## config.mk

```make
export PLATFORM = sky130hd
export DESIGN_NAME = keypad_scan
export DESIGN_NICKNAME = d
export VERILOG_FILES = /design/src/rtl/keypad_scan.sv
export SDC_FILE = /design/constraint.sdc
export NUM_CORES = 1
export LEC_CHECK = 0
export CAP_MARGIN = 25
export CORE_ASPECT_RATIO = 0.7
export CORE_MARGIN = 4
export CORE_UTILIZATION = 60
export CTS_CLUSTER_SIZE = 20
export DETAILED_ROUTE_END_ITERATION = 6
export PLACE_DENSITY = 0.8
export SLEW_MARGIN = 40
export SYNTH_ARGS = -nofsm -noshare
export SYNTH_HDL_FRONTEND = slang
export SYNTH_SLANG_ARGS = --single-unit
export TNS_END_PERCENT = 10
```

## constraint.sdc

```tcl
create_clock -name sys_clk -period 3.4 [get_ports sys_clk]
set_clock_uncertainty 0.2 [all_clocks]
set_input_delay 0.68 -clock sys_clk [delete_from_list [all_inputs] [get_ports sys_clk]]
set_output_delay 0.68 -clock sys_clk [all_outputs]
set_load 0.01 [all_outputs]
```

## src/rtl/keypad_scan.sv

```systemverilog
// rtl/keypad_scan.sv - 4x4 matrix keypad scanner with snapshot debounce and movement decode
module keypad_scan #(
    parameter int         SCAN_DIV       = 50000,
    parameter int         DEBOUNCE_SCANS = 4,
    parameter logic [3:0] KEY_UP         = 4'd1,
    parameter logic [3:0] KEY_DOWN       = 4'd9,
    parameter logic [3:0] KEY_LEFT       = 4'd4,
    parameter logic [3:0] KEY_RIGHT      = 4'd6
) (
    input  logic       sys_clk,
    input  logic       RST,
    input  logic [3:0] row_in,
    output logic [3:0] col_out,
    output logic [3:0] mov,
    output logic [3:0] key_code,
    output logic       key_valid,
    output logic       key_press
);

    localparam int DW = $clog2(SCAN_DIV);
    localparam int SW = $clog2(DEBOUNCE_SCANS + 1);
    localparam logic [DW-1:0] DWELL_LAST = DW'(SCAN_DIV - 1);
    localparam logic [SW-1:0] STABLE_MAX = SW'(DEBOUNCE_SCANS);

    logic [1:0]    col;
    logic [DW-1:0] dwell;
    logic [15:0]   snap;
    logic [15:0]   prev;
    logic [15:0]   deb;
    logic [15:0]   deb_q;
    logic [SW-1:0] stable;

    logic          capture;
    logic [15:0]   snap_full;
    logic [3:0]    code_next;

    // Capture strobe and the snapshot as it will look once the driven column's rows are merged in
    always_comb begin
        capture   = (dwell == DWELL_LAST);
        snap_full = snap;
        for (int r = 0; r < 4; r++) begin
            snap_full[r*4 + int'(col)] = ~row_in[r];
        end
    end

    // One-cold column drive derived from the column index
    always_comb begin
        col_out = ~(4'b0001 << col);
    end

    // Lowest-index debounced key, zero when nothing is held
    always_comb begin
        code_next = 4'd0;
        for (int i = 15; i >= 0; i--) begin
            if (deb[i]) begin
                code_next = 4'(i);
            end
        end
    end

    // Column sequencer: dwell on each column, advance after the capture cycle
    always_ff @(posedge sys_clk) begin
        if (RST) begin
            col   <= 2'd0;
            dwell <= '0;
        end else if (capture) begin
            dwell <= '0;
            col   <= col + 2'd1;
        end else begin
            dwell <= dwell + DW'(1);
        end
    end

    // Snapshot assembly and whole-map debounce, evaluated when column 3 completes a scan
    always_ff @(posedge sys_clk) begin
        if (RST) begin
            snap   <= '0;
            prev   <= '0;
            deb    <= '0;
            stable <= '0;
        end else if (capture) begin
            snap <= snap_full;
            if (col == 2'd3) begin
                if (snap_full != prev) begin
                    prev   <= snap_full;
                    stable <= '0;
                end else if (stable != STABLE_MAX) begin
                    stable <= stable + SW'(1);
                    if (stable == STABLE_MAX - SW'(1)) begin
                        deb <= snap_full;
                    end
                end
            end
        end
    end

    // Registered outputs follow the debounced map one cycle later; press pulses on newly held keys
    always_ff @(posedge sys_clk) begin
        if (RST) begin
            deb_q     <= '0;
            mov       <= 4'd0;
            key_code  <= 4'd0;
            key_valid <= 1'b0;
            key_press <= 1'b0;
        end else begin
            deb_q     <= deb;
            mov       <= {deb[KEY_UP], deb[KEY_DOWN], deb[KEY_LEFT], deb[KEY_RIGHT]};
            key_code  <= code_next;
            key_valid <= |deb;
            key_press <= |(deb & ~deb_q);
        end
    end

endmodule

```

==> metrics <==
status=completed; final WL=9020 um; CP endpoint=deb[12]$_SDFFE_PP0P_; Post-Synth Simple-Gate Area=0.267; synthesized area=4210 um^2; post-synthesis sequential area ratio=0.433; core area=6790 um^2; GRT Overall Usage=0.229; Netlist cell types=48; Peak Freq=344 MHz; relative slew slack=0.496; CTS root buf=clkbuf_8; CP max-delay cell=clkdlybuf4s50_1; complex-gate fraction of the synthesized area=0.0829; delay-heaviest family, CP=simple AND/OR/NAND/NOR gates; synthesis-stage register bit count=91; min cycle time layout=2910 ps; post-route ant nets=0; worst skew pair latency=360 ps; path depth of the worst reg2reg path=9; pin count of the biggest net entering global routing=35; Syn Area/Cell=9.19 um^2; vias post-DR=3243; class of the worst hold path=register to register; count leader, synth=dfxtp_1; TritonCTS clock tree=done; Highest Signal Layer=met4; TritonCTS Buffers=9; Worst-path clk slew=80 ps; DR WL/cell=15.8 um; hold buffers post-CTS=0; Leak Pwr=1.72 nW; RR Startpoint=col[0]$_SDFFE_PP0N_; Mapped Nets=472; I/O pin count=20; Worst path depth=8; commonest cells in the netlist=dfxtp_1, nor2_1, inv_1, nor3_1, mux2_2; port bufs=19; synth-to-layout area growth=11.1%; crit path DAT=2960 ps; asr flop ratio synth=0; dominant synthesized flop cell=dfxtp_1; Post-Synth XOR/XNOR Area=0.0291; unrepaired setup endpoints after global routing=no; setup TNS=0 ps; grt ovf=0; Place WS=142 ps; Peak VDD IR=0.312 mV; Buf+Inv Stages, Crit Path=2; Die Y=78.1 um; crit path cell chain=clkdlybuf4s50_1 > and2_1 > nor3_1 > nand4b_1 > nor4_4 > nand4_4 > buf_12 > mux2_4; actual slew at the worst max-slew pin=749 ps; worst flop-to-flop path endpoint=deb[12]$_SDFFE_PP0P_; drt first pass iters=4; Hold Crit Depth=1; largest family of logic cells by synthesized area=simple AND/OR/NAND/NOR gates; via/cell ratio=5.67; met3 WL=605 um; maxcap violations=0; crit path max fanout=16; # Post-CTS Setup Buffers=0; flop-to-flop setup slack=490 ps; Ant. Diodes=0; PostCTS Resize Cnt=0; vias in the first global route=3108; Sink Count=91; mux share of post-synthesis cell area=0.109; M1 WL=4250 um; worst setup path startpoint=row_in[1]; Setup violations, final=0; synthesized instance count=458; Multi-input gate area=2160 um^2; CP endpoint kind=register; Initial DRC Count=248; post-DP HPWL=6620 um; Die W=108 um; Post-synth EDFFs=0; post-synth top area share=0.433; final-report hold violation count=0; CP max stage delay=640 ps; first-pass GRT wire length=15000 um; H-tree depth=3; Synth Area in Adders=0.0238; Tcrit/Tclk final=0.856; DRC viols=0; Power Total=1.90 mW; PD cells=406 nW/um^2; Final Slew Violations=0; layout cells sized above 1=0.136; dominant cells by area after synthesis=dfxtp_1, nor2_1, mux2_2, mux2_4, nor3_1; Worst Path Required=3450 ps; nets=487; placer congestion estimate=0.851; worst setup margin=490 ps; CP Launch Type=input port; initial core utilization=0.620; type of the worst setup path=input port to register; filler instances=542; Synthesis Warnings=0; Seq. cell area=1820 um^2; Die ar.=8440 um^2; Core Rows=25; antenna violations before repair=0; Longest Clk Path Bufs=2; met2 WL=4080 um; leading area contributor after synthesis=dfxtp_1
-- routing by layer --
| metal | global-route usage | up-vias |
|---|---|---|
| met2 | 0.344 | 100 |
| met3 | 0.0715 | 6 |
| met1 | 0.320 | 1532 |
| met5 | 0 | - |
| li1 | - | 1605 |
| met4 | 0.0643 | 0 |
-- power breakdown --
| part | switching [mW] | total, mW | internal (mW) |
|---|---|---|---|
| clock | 0.367 | 0.779 | 0.412 |
| sequential | 0.00314 | 1.07 | 1.07 |
| combinational | 0.0347 | 0.0508 | 0.0161 |
| total | 0.405 | 1.90 | 1.50 |
-- state kept, by name, summed over array words and instances (netlist names) --
register	cells
mov	3
prev	16
snap	16
deb_q	13
col	2
stable	3
key_code	4
deb	16
key_press	1
dwell	16
key_valid	1
-- worst min-delay path by stage --
stage | start | end | slack (ps)
floorplan | dwell[0]$_SDFF_PP0_ | dwell[0]$_SDFF_PP0_ | 230
global placement | dwell[0]$_SDFF_PP0_ | dwell[0]$_SDFF_PP0_ | 240
detailed placement | dwell[0]$_SDFF_PP0_ | dwell[0]$_SDFF_PP0_ | 270
CTS | dwell[0]$_SDFF_PP0_ | dwell[0]$_SDFF_PP0_ | 290
global route | stable[0]$_SDFFE_PP0P_ | stable[0]$_SDFFE_PP0P_ | 330
finish | dwell[0]$_SDFF_PP0_ | dwell[0]$_SDFF_PP0_ | 280
-- cell type report --
class | instances | area share
Multi-Input combinational cell | 317 | 0.463
Sequential cell | 91 | 0.390
Timing Repair Buffer | 25 | 0.0546
Clock buffer | 11 | 0.0281
Tap cell | 94 | 0.0251
Inverter | 29 | 0.0235
Clock inverter | 5 | 0.0166
-- stage by stage --
step	hold WS [ps]	instance area (um^2)	instances	utilization
2_1_floorplan	230	4210	458	-
3_3_place_gp	243	4460	556	0.657
3_5_place_dp	267	4460	556	0.657
4_1_cts	286	4670	572	0.688
5_1_grt	328	4680	572	0.689
6_report	281	4680	572	0.689
-- layout by cell type (no fill, tap or decap), types with 8 or more instances in the layout --
cell,count
or3_1,12
dfxtp_1,91
o21ai_0,13
nor3_1,27
clkdlybuf4s50_1,18
clkbuf_8,9
nor2b_1,20
o22ai_1,9
a211oi_1,12
ha_1,8
mux2_2,22
inv_1,28
nand2_1,11
mux2_4,10
nand3_1,9
nand4b_1,9
and2_1,16
nor2_1,79
-- kinds of logic (layout without fill, tap and decap cells) --
group                    count (synthesis)  in the layout
XOR/XNOR                                14             14
AND/OR/NAND/NOR                        204            204
adder cells (fa/ha/maj)                  8              8
flip-flops                              91             91
multiplexers                            38             38
AO/OA/AOI/OAI                           53             53
buffers and inverters                   50             70
Power figures use the tool's default switching activity.
